$ cat src/rtl/rv32_pkg.sv
// rv32_pkg: shared types and constants for the RV32 execute-stage units.
//   muldiv_op_e    : RV32M funct3 encodings
//   muldiv_state_e : multiply/divide sequencer states
//   MULDIV_ITER, DIV0_QUOT, INT_MIN : iteration count and special-case results
package rv32_pkg;

    typedef enum logic [2:0] {
        MD_MUL    = 3'b000,
        MD_MULH   = 3'b001,
        MD_MULHSU = 3'b010,
        MD_MULHU  = 3'b011,
        MD_DIV    = 3'b100,
        MD_DIVU   = 3'b101,
        MD_REM    = 3'b110,
        MD_REMU   = 3'b111
    } muldiv_op_e;

    typedef enum logic [1:0] {
        IDLE = 2'd0,
        RUN  = 2'd1,
        FIX  = 2'd2,
        DONE = 2'd3
    } muldiv_state_e;

    localparam int          MULDIV_ITER = 32;
    localparam logic [31:0] DIV0_QUOT   = 32'hFFFF_FFFF;
    localparam logic [31:0] INT_MIN     = 32'h8000_0000;

    function automatic logic md_rs1_signed(muldiv_op_e op);
        return (op == MD_MUL) || (op == MD_MULH) || (op == MD_MULHSU) ||
               (op == MD_DIV) || (op == MD_REM);
    endfunction

    function automatic logic md_rs2_signed(muldiv_op_e op);
        return (op == MD_MUL) || (op == MD_MULH) ||
               (op == MD_DIV) || (op == MD_REM);
    endfunction

endpackage

$ cat src/rtl/rv32_mod_divu_step.sv
// rv32_mod_divu_step: one combinational restoring-division step.
//   rem_in       : current partial remainder (XLEN+1 bits)
//   dividend_bit : next dividend bit shifted in at the bottom
//   divisor      : unsigned divisor magnitude
//   rem_out      : next partial remainder
//   quot_bit     : quotient bit produced by this step
module rv32_mod_divu_step #(
    parameter int XLEN = 32
) (
    input  logic [XLEN:0]   rem_in,
    input  logic            dividend_bit,
    input  logic [XLEN-1:0] divisor,
    output logic [XLEN:0]   rem_out,
    output logic            quot_bit
);

    logic [XLEN+1:0] shifted;
    logic [XLEN+1:0] diff;

    assign shifted = {rem_in, dividend_bit};
    assign diff    = shifted - {2'b00, divisor};

    // Non-negative difference means the divisor fits: keep it and emit a 1.
    assign quot_bit = ~diff[XLEN+1];
    assign rem_out  = quot_bit ? diff[XLEN:0] : shifted[XLEN:0];

endmodule

$ cat src/rtl/rv32_mod_muldiv.sv
// rv32_mod_muldiv: iterative radix-2 RV32M multiply/divide unit.
//   clk, rst_n            : clock, asynchronous active-low reset
//   start, flush          : request (sampled in IDLE/DONE), synchronous kill
//   func                  : funct3 operation select
//   read0_data/read1_data : rs1/rs2 operands
//   result, done          : registered result, one-cycle valid pulse
//   stall                 : pipeline hold request (combinational)
// Optional: define RV32_MULDIV_FAST_MUL_EN for a single-cycle multiplier;
// divides always use the 32-step iterative path.
module rv32_mod_muldiv
    import rv32_pkg::*;
#(
    parameter int XLEN = 32
) (
    input  logic            clk,
    input  logic            rst_n,
    input  logic            start,
    input  logic            flush,
    input  logic [2:0]      func,
    input  logic [XLEN-1:0] read0_data,
    input  logic [XLEN-1:0] read1_data,
    output logic [XLEN-1:0] result,
    output logic            done,
    output logic            stall
);

    localparam int CNT_W = $clog2(MULDIV_ITER);

    function automatic logic [2*XLEN-1:0] cond_neg64(logic [2*XLEN-1:0] v, logic en);
        return en ? -v : v;
    endfunction

    function automatic logic [XLEN-1:0] cond_neg32(logic [XLEN-1:0] v, logic en);
        return en ? -v : v;
    endfunction

    muldiv_state_e state_q, state_d;
    muldiv_op_e    op_in, op_q;
    logic [CNT_W-1:0] cnt_q;
    logic [XLEN-1:0]  opa_q, opb_q, lo_q, result_q;
    logic [XLEN:0]    hi_q;
    logic             neg_q;

    logic            rs1_neg, rs2_neg, res_neg, op_is_div;
    logic [XLEN-1:0] rs1_mag, rs2_mag;
    logic            div0, ovf, fast_mul, fast_path, can_accept, accept;
    logic [XLEN-1:0] fast_res, fast_mul_res, fix_res;
    logic [XLEN:0]   mul_sum, div_rem, hi_next;
    logic [XLEN-1:0] lo_next;
    logic            div_q;
    logic [2*XLEN-1:0] prod_fixed;

    assign op_in     = muldiv_op_e'(func);
    assign op_is_div = func[2];
    assign rs1_neg   = md_rs1_signed(op_in) & read0_data[XLEN-1];
    assign rs2_neg   = md_rs2_signed(op_in) & read1_data[XLEN-1];
    assign rs1_mag   = rs1_neg ? -read0_data : read0_data;
    assign rs2_mag   = rs2_neg ? -read1_data : read1_data;
    // Remainder takes the dividend sign; everything else is the XOR of signs.
    assign res_neg   = (op_in == MD_REM) ? rs1_neg : (rs1_neg ^ rs2_neg);

    assign div0 = op_is_div && (read1_data == '0);
    assign ovf  = ((op_in == MD_DIV) || (op_in == MD_REM)) &&
                  (read0_data == INT_MIN) && (read1_data == DIV0_QUOT);

`ifdef RV32_MULDIV_FAST_MUL_EN
    logic signed [XLEN:0]     fm_a, fm_b;
    logic signed [2*XLEN-1:0] fm_prod;
    assign fm_a    = {md_rs1_signed(op_in) & read0_data[XLEN-1], read0_data};
    assign fm_b    = {md_rs2_signed(op_in) & read1_data[XLEN-1], read1_data};
    // Low 2*XLEN bits of the 33x33 product are exact for every MUL* variant.
    assign fm_prod = (2*XLEN)'(fm_a * fm_b);
    assign fast_mul     = !op_is_div;
    assign fast_mul_res = (op_in == MD_MUL) ? fm_prod[XLEN-1:0] : fm_prod[2*XLEN-1:XLEN];
`else
    assign fast_mul     = 1'b0;
    assign fast_mul_res = '0;
`endif

    assign fast_path = div0 || ovf || fast_mul;

    always_comb begin
        fast_res = fast_mul_res;
        if (div0) begin
            fast_res = func[1] ? read0_data : DIV0_QUOT;
        end else if (ovf) begin
            fast_res = func[1] ? '0 : INT_MIN;
        end
    end

    assign can_accept = (state_q == IDLE) || (state_q == DONE);
    assign accept     = start && can_accept && !flush;
    assign stall      = (state_q == RUN) || (state_q == FIX) ||
                        (start && can_accept && !fast_path);
    assign done       = (state_q == DONE);
    assign result     = result_q;

    // Next-state logic
    always_comb begin
        state_d = state_q;
        case (state_q)
            IDLE, DONE: state_d = accept ? (fast_path ? DONE : RUN) : IDLE;
            RUN:        if (cnt_q == '0) state_d = FIX;
            FIX:        state_d = DONE;
            default:    state_d = IDLE;
        endcase
        if (flush) state_d = IDLE;
    end

    always_ff @(posedge clk or negedge rst_n) begin
        if (!rst_n) state_q <= IDLE;
        else        state_q <= state_d;
    end

    rv32_mod_divu_step #(.XLEN(XLEN)) u_divu_step (
        .rem_in       (hi_q),
        .dividend_bit (lo_q[XLEN-1]),
        .divisor      (opb_q),
        .rem_out      (div_rem),
        .quot_bit     (div_q)
    );

    // Multiply: {hi,lo} shifts right, multiplier bits leave lo[0] while product
    // bits enter at the top. Divide: dividend leaves lo[MSB], quotient enters lo[0].
    always_comb begin
        mul_sum = {1'b0, hi_q[XLEN-1:0]} + (lo_q[0] ? {1'b0, opa_q} : '0);
        if (op_q[2]) begin
            hi_next = div_rem;
            lo_next = {lo_q[XLEN-2:0], div_q};
        end else begin
            hi_next = {1'b0, mul_sum[XLEN:1]};
            lo_next = {mul_sum[0], lo_q[XLEN-1:1]};
        end
    end

    assign prod_fixed = cond_neg64({hi_q[XLEN-1:0], lo_q}, neg_q);

    always_comb begin
        case (op_q)
            MD_MUL:                       fix_res = prod_fixed[XLEN-1:0];
            MD_MULH, MD_MULHSU, MD_MULHU: fix_res = prod_fixed[2*XLEN-1:XLEN];
            MD_DIV, MD_DIVU:              fix_res = cond_neg32(lo_q, neg_q);
            default:                      fix_res = cond_neg32(hi_q[XLEN-1:0], neg_q);
        endcase
    end

    // Operand latch / iteration / sign-fix datapath
    always_ff @(posedge clk or negedge rst_n) begin
        if (!rst_n) begin
            op_q     <= MD_MUL;
            neg_q    <= 1'b0;
            cnt_q    <= '0;
            opa_q    <= '0;
            opb_q    <= '0;
            hi_q     <= '0;
            lo_q     <= '0;
            result_q <= '0;
        end else if (accept) begin
            op_q  <= op_in;
            neg_q <= res_neg;
            cnt_q <= CNT_W'(MULDIV_ITER - 1);
            opa_q <= rs1_mag;
            opb_q <= rs2_mag;
            hi_q  <= '0;
            lo_q  <= op_is_div ? rs1_mag : rs2_mag;
            if (fast_path) result_q <= fast_res;
        end else if (!flush && state_q == RUN) begin
            cnt_q <= cnt_q - 1'b1;
            hi_q  <= hi_next;
            lo_q  <= lo_next;
        end else if (!flush && state_q == FIX) begin
            result_q <= fix_res;
        end
    end

endmodule
$ cat config.mk
export PLATFORM = sky130hd
export DESIGN_NAME = rv32_mod_muldiv
export DESIGN_NICKNAME = d
export VERILOG_FILES = /design/src/rtl/rv32_pkg.sv /design/src/rtl/rv32_mod_divu_step.sv /design/src/rtl/rv32_mod_muldiv.sv
export SDC_FILE = /design/constraint.sdc
export NUM_CORES = 1
export LEC_CHECK = 0
export CAP_MARGIN = 5
export CORE_MARGIN = 1
export CORE_UTILIZATION = 50
export DETAILED_ROUTE_END_ITERATION = 8
export PLACE_DENSITY = 0.69
export SETUP_SLACK_MARGIN = 0.2
export SLEW_MARGIN = 10
export SYNTH_ARGS = -nofsm -noshare
export SYNTH_HDL_FRONTEND = slang
export SYNTH_SLANG_ARGS = --single-unit
export TNS_END_PERCENT = 30
$ cat constraint.sdc
create_clock -name clk -period 11.2 [get_ports clk]
set_input_delay 2.24 -clock clk [delete_from_list [all_inputs] [get_ports clk]]
set_output_delay 2.24 -clock clk [all_outputs]
set_load 0.01 [all_outputs]
==> results of run 1 <==
-- through the flow --
stage / hold WS [ps] / power (mW) / utilization, % / setup slack [ps]
after floorplan: 438 / 4.14 / - / 5050
after CTS: 480 / 6.00 / 57.0 / 3590
after global placement: 455 / 5.30 / 55.0 / 3610
after global routing: 495 / 6.52 / 57.0 / 3460
after detailed placement: 458 / 5.34 / 55.0 / 3590
final: 477 / 6.13 / 57.0 / 3600
-- path summary, 6_finish.rpt --
kind                                         endpoint  slack, ps  cells after the start
max in group asynchronous           neg_q$_DFFE_PN0P_       8170                      2
min in group asynchronous        hi_q[25]$_DFFE_PN0P_       1730                      1
worst min register to register  opa_q[26]$_DFFE_PN0P_        480                      2
worst max register to register   hi_q[21]$_DFFE_PN0P_       6510                     10
worst min-delay path            opa_q[26]$_DFFE_PN0P_        480                      2
worst max-delay path                            stall       3600                      9
-- Yosys cell counts, types with 12 or more instances --
library cell and n:
nand2_1 246, o21ai_0 211, dfrtp_1 172, a21oi_1 130, nor2_1 125, clkbuf_1 112, xnor2_1 92, xor2_1 77
inv_1 75, ha_1 74, mux2i_1 55, nand3_1 49, and2_1 39, nor3_1 39, a21o_1 34, o31ai_1 33
a22oi_1 31, o211ai_1 29, a31oi_1 28, nand2b_1 28, o221ai_1 22, a211oi_1 21, o21a_1 21, nor4_1 20
nand4_1 19, or3_1 17, o22ai_1 15, buf_1 12, buf_2 12
-- final cells by class --
| type | count | area share (%) |
|---|---|---|
| Clock buffer | 17 | 2.41 |
| Timing Repair Buffer | 126 | 6.85 |
| Sequential cell | 172 | 24.4 |
| Multi-Input combinational cell | 1645 | 60.7 |
| Inverter | 76 | 1.62 |
| Clock inverter | 15 | 1.18 |
| Tap cell | 396 | 2.81 |
-- report_power, final --
part           internal [mW]  switching (mW)
sequential             0.899           0.487
combinational           1.59            2.51
clock                  0.342           0.307
total                   2.83            3.30
-- cell families after synthesis --
| kind of cell | synth area share, % |
|---|---|
| xor+xnor | 9.33 |
| mux | 3.97 |
| buf+inv | 5.56 |
| simple gates | 20.3 |
| compound gates | 27.6 |
| fa+ha+maj | 6.09 |
| flops | 27.1 |
-- routing by layer --
layer	GRT usage (%)	up-vias
met5	0	-
met4	15.8	6
met3	7.76	149
met2	57.5	887
met1	53.8	7722
li1	-	7420
-- worst max-delay path: stages --
cell	delay [ps]
clkdlybuf4s50_1	510
or4_4	570
or3_4	370
nor3_4	290
and4_1	600
a41oi_2	110
nand2_1	120
nand2_1	60
clkdlybuf4s50_1	480
-- registers in the layout, summed over array words and instances (netlist names) --
name and count:
state_q 2, opa_q 32, hi_q 33, cnt_q 5, neg_q 1, result 32
opb_q 32, lo_q 32, op_q 3
==> flow_summary.json, run 1 <==
{
  "numCtsBuffers": 17,
  "rows": 64,
  "cap_violations": 0,
  "diodes": 0,
  "finClkSkew_ps": 17.6,
  "numClockSinks": 172,
  "ff_latch_area_mm2": 0.00431,
  "wl_met3_um": 6120,
  "drc": 0,
  "nFillCells": 2945,
  "cts_resized": 0,
  "synth-seq-cells": 172,
  "synth_area_leaders": "dfrtp_1 27%, o21ai_0 6.7%, ha_1 5.8%",
  "drv_slew": 0,
  "vdd_drop_max_uv": 212,
  "p_per_area_mw_per_mm2": 348,
  "grt_pass1_vias": 15026,
  "fp.coreArea_mm2": 0.0309,
  "cts_tree": "built",
  "min_from": "opa_q[26]$_DFFE_PN0P_",
  "clockRootBuffer": "clkbuf_16",
  "syn_area_mm2": 0.0159,
  "rsz0062_at_grt": "no",
  "die_h_um": 180,
  "top_layer": "met5",
  "r2r_start": "hi_q[5]$_DFFE_PN0P_",
  "fin_tns_setup_ps": 0,
  "post-cts-setup-buffer-count": 0,
  "drt_iter0_drc": 2035,
  "finalSetupViolations": 0,
  "ys.flop_type": "dfrtp_1",
  "grt_overflow_total": 0,
  "multi_input_area_mm2": 0.0107,
  "yosysTopAreaCell": "dfrtp_1",
  "grt_pass1_wl_um": 93500,
  "worstHoldPathType": "reg2reg",
  "tightest_slew_ps": 1140,
  "wl_met2_um": 26800,
  "fin_crit_ps": 7600,
  "place_congestion": 1.05,
  "yosysUniqueCellTypes": 87,
  "avgRoutedWirePerCell_um": 25.4,
  "yosysSeqAreaShare_pct": 27.1,
  "worstSetupStartpointType": "input port",
  "netlist.area_leader.share_pct": 27.1,
  "ant_nets": 0,
  "mostFrequentLayoutCell": "nand2_1",
  "viasPerCell": 6.61,
  "hold_viol_final": 0,
  "ys_warn_count": 0,
  "clk_pin_slew_worst_paths_ps": 70,
  "h-tree-depth": 4,
  "final_cell_area_mm2": 0.0176,
  "async_reset_ff_share_pct": 100,
  "fin_cells": 2447,
  "worstSetupPathType": "in2out",
  "dpl-instance-area_mm2": 0.0170,
  "dieArea_mm2": 0.0324,
  "fmax_ghz": 0.132,
  "ctsHoldBuffers": 0,
  "required_ps": 8960,
  "clk_latency_ps": 470,
  "maxSlewHeadroom_pct": 23.9,
  "grt_max_degree": 124,
  "track_usage_pct": 38.4,
  "start_util_pct": 51.3,
  "synth_edf_count": 0,
  "io_pins": 105,
  "place_inst": 2415,
  "status": "finished clean",
  "leakage_nw": 7.35,
  "worstPathMaxFanout": 10,
  "wl_met1_um": 26400,
  "drive_gt1_share_pct": 5.31,
  "worstPathArrival_ps": 5360,
  "via_count": 16184,
  "hpwlAfterDp_um": 48300,
  "avgSynthCellArea_um2": 7.79,
  "die_w_um": 180,
  "syn_to_final_growth_pct": 11.1,
  "cts_max_path_buffers": 2,
  "synth_cells": 2037,
  "wl_um": 62100,
  "fin_crit_sh_pct": 67.9,
  "antenna_found_initial": 3,
  "crit_start": "read1_data[8]",
  "final_cell_mix": "246 x nand2_1, 211 x o21ai_0, 170 x dfrtp_1, 130 x a21oi_1, 124 x nor2_1",
  "drt-pass1-iter-count": 6,
  "worstSetupEndpointType": "output port",
  "syn_nets": 2184,
  "nNetsFinal": 2185,
  "io_buffers": 104
}
Power figures use the tool's default switching activity.
==> inputs of run 2 (changes only) <==
==> constraint.sdc (replaced) <==
create_clock -name clk -period 7.8 [get_ports clk]
set_input_delay 1.56 -clock clk [delete_from_list [all_inputs] [get_ports clk]]
set_output_delay 1.56 -clock clk [all_outputs]
set_load 0.01 [all_outputs]
==> run 2 against run 1 <==
Compared with the run above: first-iteration DRC count is 7.1% lower; hold slack worse by 1.5 ps; highest routed layer unchanged; largest cell class unchanged; clock skew up 1.8 ps; count of clock-buffer cells in the layout up 1.
==> flow_summary.json, run 2 (synthesis gave the netlist of run 1 again) <==
{
  "rsz0062_at_grt": "no",
  "crit_family": "simple AND/OR/NAND/NOR gates",
  "via_count": 16273,
  "total_power_mw": 8.78,
  "track_usage_pct": 38.6,
  "place_inst": 2415,
  "dpl-instance-area_mm2": 0.0170,
  "grt_pass1_wl_um": 94400,
  "diodes": 0,
  "worstPathMaxFanout": 10,
  "hpwlAfterDp_um": 48900,
  "grt_overflow_total": 0,
  "viasPerCell": 6.65,
  "cpPeakStageDelay_ps": 580,
  "crit_buf_inv": 2,
  "clk_latency_ps": 480,
  "fin_cells": 2446,
  "power_switching_share_pct": 53.8,
  "regMostFlops": "hi_q",
  "nNetsFinal": 2185,
  "cts_tree": "built",
  "finClkSkew_ps": 19.4,
  "cts_resized": 0,
  "wl_um": 62900,
  "worstSetupPathType": "in2out",
  "p_int_mw": 4.06,
  "h-tree-depth": 4,
  "ff_latch_area_mm2": 0.00431,
  "place_congestion": 0.985,
  "comb_power_share_pct": 67.1,
  "ant_nets": 0,
  "grt_pass1_vias": 15003,
  "slowest_stage": "and4_1",
  "fin_tns_setup_ps": 0,
  "drt_iter0_drc": 1890,
  "p_clk_share_pct": 10.4,
  "whs_ps": 476,
  "worstPathArrival_ps": 4610,
  "worstHoldPathType": "reg2reg",
  "cp_cell_sequence": "clkdlybuf4s50_1 > or4_4 > or3_4 > nor3_4 > and4_1 > a41oi_2 > nand2_1 > nand2_1 > clkdlybuf4s50_1",
  "avgRoutedWirePerCell_um": 25.7,
  "cap_violations": 0,
  "leakage_nw": 7.33,
  "vdd_drop_max_uv": 240,
  "drv_slew": 0,
  "maxSlewHeadroom_pct": 21.9,
  "fin_crit_sh_pct": 79.2,
  "die_w_um": 180,
  "p_sw_mw": 4.73,
  "tightest_slew_ps": 1170,
  "dieArea_mm2": 0.0324,
  "mostFrequentLayoutCell": "nand2_1",
  "fmax_ghz": 0.162,
  "clk_pin_slew_worst_paths_ps": 70,
  "syn_to_final_growth_pct": 10.8,
  "power.share.sequential_pct": 22.5,
  "numClockSinks": 172,
  "drive_gt1_share_pct": 5.22,
  "cts_max_path_buffers": 2,
  "antenna_found_initial": 3,
  "post-cts-setup-buffer-count": 0,
  "fin_crit_ps": 6170,
  "multi_input_area_mm2": 0.0107,
  "clockRootBuffer": "clkbuf_16",
  "die_h_um": 180,
  "drt-pass1-iter-count": 6,
  "io_pins": 105,
  "p_per_area_mw_per_mm2": 500,
  "worstSetupEndpointType": "output port",
  "final_cell_area_mm2": 0.0176,
  "finalSetupViolations": 0,
  "final_cell_mix": "246 x nand2_1, 211 x o21ai_0, 170 x dfrtp_1, 130 x a21oi_1, 124 x nor2_1",
  "status": "finished clean",
  "required_ps": 6240,
  "ctsHoldBuffers": 0,
  "drc": 0,
  "hold_viol_final": 0,
  "io_buffers": 104,
  "nFillCells": 2947,
  "worstSetupStartpointType": "input port",
  "rows": 64,
  "largest_reg_flops": 33,
  "numCtsBuffers": 17,
  "grt_max_degree": 126,
  "start_util_pct": 51.3,
  "fp.coreArea_mm2": 0.0309
}
[run 2: cell types whose count changed in the layout (fill, tap and decap cells not counted)]
cell        previous run  this run
inv_8                  3         2
clkinvlp_4             0         2
clkinv_4               3         2
clkinv_8               4         0
clkbuf_1               0         1
clkinv_2               1         0
inv_6                  2         5
[run 2: layout make-up]
type | instances | share of cell area [%]
multi-input combinational | 1645 | 60.8
sequential | 172 | 24.5
timing repair buffer | 126 | 6.87
tap | 396 | 2.82
clock buffer | 18 | 2.44
inverter | 76 | 1.62
clock inverter | 13 | 0.904
[run 2: per-layer routing]
metal / up-vias / wire (um) / global-route usage, %
met4: 6 / 2530 / 14.9
li1: 7427 / - / -
met1: 7765 / 26200 / 53.1
met3: 151 / 6420 / 8.61
met5: - / 47 / 0
met2: 924 / 27700 / 59.0
[run 2: per-stage QoR]
step           utilization (%)  setup WS (ps)
6_report                  56.9           1630
3_3_place_gp              55.0           1650
5_1_grt                   56.9           1500
2_1_floorplan                -           3010
3_5_place_dp              55.0           1620
4_1_cts                   56.9           1620
[run 2: power by group through the flow]
stage               registers (mW)  logic [mW]  clock network (mW)
detailed placement            1.96        5.72                   0
global route                  2.01        6.35               0.947
floorplan                     1.61        4.33                   0
finish                        1.98        5.89               0.912
global placement              1.94        5.69                   0
CTS                           1.94        5.75               0.915
[run 2: path summary, 6_finish.rpt]
path                                      start                    to  slack, ps  depth (start not counted)
setup / recovery                  read1_data[8]                 stall       1630                          9
hold / removal             opa_q[5]$_DFFE_PN0P_  opa_q[5]$_DFFE_PN0P_        480                          2
setup reg to reg           hi_q[21]$_DFFE_PN0P_  hi_q[21]$_DFFE_PN0P_       3400                         10
hold reg to reg            opa_q[5]$_DFFE_PN0P_  opa_q[5]$_DFFE_PN0P_        480                          2
max in group asynchronous                 rst_n     neg_q$_DFFE_PN0P_       5430                          2
min in group asynchronous                 rst_n  hi_q[25]$_DFFE_PN0P_       1010                          1
[run 2: worst register-to-register path, delay by kind of cell (launching register included)]
kind	cells	cell delay [ps]
flops	1	590
simple gates	3	1460
mux	1	410
compound gates	5	1250
fa+ha+maj	1	580
==> inputs of run 3 (changes only) <==
==> constraint.sdc (replaced) <==
create_clock -name clk -period 6.4 [get_ports clk]
set_input_delay 1.28 -clock clk [delete_from_list [all_inputs] [get_ports clk]]
set_output_delay 1.28 -clock clk [all_outputs]
set_load 0.01 [all_outputs]
==> run 3 against run 2 <==
Compared with the run above: count of clock-buffer cells in the layout grew 1; die area stayed put; sequential power rose by 22%; final cell count is 0.20% higher; power grew 22%; critical path depth stayed put; via count grew 0.74%; largest cell class unchanged; largest power group unchanged.
==> flow_summary.json, run 3 (synthesis gave the netlist of run 1 again) <==
{
  "io_pins": 105,
  "clk_latency_ps": 480,
  "worstHoldPathType": "reg2reg",
  "top_usage_layer": "met2",
  "fin_crit_sh_pct": 88.7,
  "die_w_um": 180,
  "mostFrequentLayoutCell": "nand2_1",
  "worstSetupStartpointType": "input port",
  "post-cts-setup-buffer-count": 0,
  "nNetsFinal": 2189,
  "cts_tree": "built",
  "r2r_start": "hi_q[21]$_DFFE_PN0P_",
  "p_per_area_mw_per_mm2": 607,
  "place_inst": 2419,
  "syn_to_final_growth_pct": 11.1,
  "drc": 0,
  "cpPeakStageDelay_ps": 610,
  "grt_max_degree": 93,
  "cts_max_path_buffers": 2,
  "start_util_pct": 51.3,
  "clk_pin_slew_worst_paths_ps": 60,
  "worstSetupEndpointType": "output port",
  "status": "finished clean",
  "post-place-ws_ps": 784,
  "rsz0062_at_grt": "no",
  "die_h_um": 180,
  "required_ps": 5120,
  "p_int_mw": 4.93,
  "ant_nets": 0,
  "cp_cell_sequence": "clkdlybuf4s50_1 > nor4_1 > nand3b_1 > nor3_4 > and4_1 > a41oi_2 > nand2_1 > nand2_1 > clkdlybuf4s50_1",
  "grt_use_met1_pct": 53.0,
  "track_usage_pct": 38.4,
  "via_count": 16393,
  "power.share.sequential_pct": 22.5,
  "numCtsBuffers": 17,
  "fin_crit_ps": 5680,
  "wl_um": 62500,
  "vdd_drop_max_uv": 289,
  "io_buffers": 104,
  "tightest_slew_ps": 1160,
  "h-tree-depth": 4,
  "hpwlAfterDp_um": 48200,
  "r2r-end": "hi_q[21]$_DFFE_PN0P_",
  "numClockSinks": 172,
  "r2r_setup_slack_ps": 1960,
  "leakage_nw": 7.35,
  "gr-usage-met2_pct": 58.8,
  "fp.coreArea_mm2": 0.0309,
  "rows": 64,
  "fmax_ghz": 0.176,
  "maxSlewHeadroom_pct": 22.8,
  "grt_pass1_vias": 15221,
  "largest_reg_flops": 33,
  "worstPathMaxFanout": 10,
  "total_power_mw": 10.7,
  "final_cell_area_mm2": 0.0176,
  "final_cell_mix": "246 x nand2_1, 211 x o21ai_0, 170 x dfrtp_1, 130 x a21oi_1, 124 x nor2_1",
  "comb_power_share_pct": 67.4,
  "worstSetupPathType": "in2out",
  "drv_slew": 0,
  "whs_ps": 473,
  "regMostFlops": "hi_q",
  "use_met3_pct": 7.24,
  "viasPerCell": 6.69,
  "grt_overflow_total": 0,
  "crit_start": "read1_data[2]",
  "clockRootBuffer": "clkbuf_16",
  "place_congestion": 1.01,
  "layout_setup_ws_ps": 721,
  "drt-pass1-iter-count": 6,
  "fin_cells": 2451,
  "finish.utilization_pct": 57.0,
  "power_switching_share_pct": 53.9,
  "min_from": "result[27]$_DFFE_PN0P_",
  "p_clk_share_pct": 10.1,
  "finClkSkew_ps": 22.8,
  "grt_pass1_wl_um": 94300,
  "endpoint": "stall",
  "drive_gt1_share_pct": 5.45,
  "dpl-instance-area_mm2": 0.0170,
  "cap_violations": 0,
  "slowest_stage": "and4_1",
  "hold_viol_final": 0,
  "finalSetupViolations": 0,
  "dieArea_mm2": 0.0324,
  "avgRoutedWirePerCell_um": 25.5,
  "antenna_found_initial": 0,
  "p_sw_mw": 5.77,
  "fin_tns_setup_ps": 0,
  "cts_resized": 0,
  "drt_iter0_drc": 2045,
  "ctsHoldBuffers": 0,
  "worstPathArrival_ps": 4400,
  "r2r_cells": 10
}
run 3: worst min path at each step:
stage | cells after the start | slack [ps] | end
after floorplan | 2 | 440 | opa_q[27]$_DFFE_PN0P_
after detailed placement | 2 | 460 | opa_q[28]$_DFFE_PN0P_
after CTS | 2 | 480 | opa_q[28]$_DFFE_PN0P_
after global placement | 2 | 450 | opa_q[27]$_DFFE_PN0P_
final | 2 | 470 | result[27]$_DFFE_PN0P_
after global routing | 2 | 490 | opa_q[28]$_DFFE_PN0P_
run 3: critical path: cells and delay by family:
family | cells | cell delay, ps
buffers and inverters | 2 | 1000
AOI/OAI and AO/OA | 1 | 110
and+or+nand+nor | 6 | 2010
run 3: power by group through the flow:
stage               Sequential (mW)  Clock, mW  Combinational, mW
global route                   2.45       1.13               7.79
global placement               2.37          0               6.94
CTS                            2.37       1.08               7.04
detailed placement             2.39          0               6.99
finish                         2.41       1.08               7.21
floorplan                      1.96          0               5.28
run 3: metal layers:
| metal | up-vias | routed length (um) |
|---|---|---|
| met5 | - | 0 |
| met4 | 0 | 2530 |
| met3 | 132 | 5990 |
| met2 | 901 | 27200 |
| met1 | 7929 | 26800 |
| li1 | 7431 | - |
run 3: cell type report:
class | instances | area, um2
clock inverters | 12 | 130
diodes | 1 | 2.50
multi-input cells | 1645 | 10700
flip-flops and latches | 172 | 4310
clock buffers | 19 | 453
inverters | 76 | 285
repair buffers | 130 | 1250
well taps | 396 | 495
fillers | 2895 | 13300
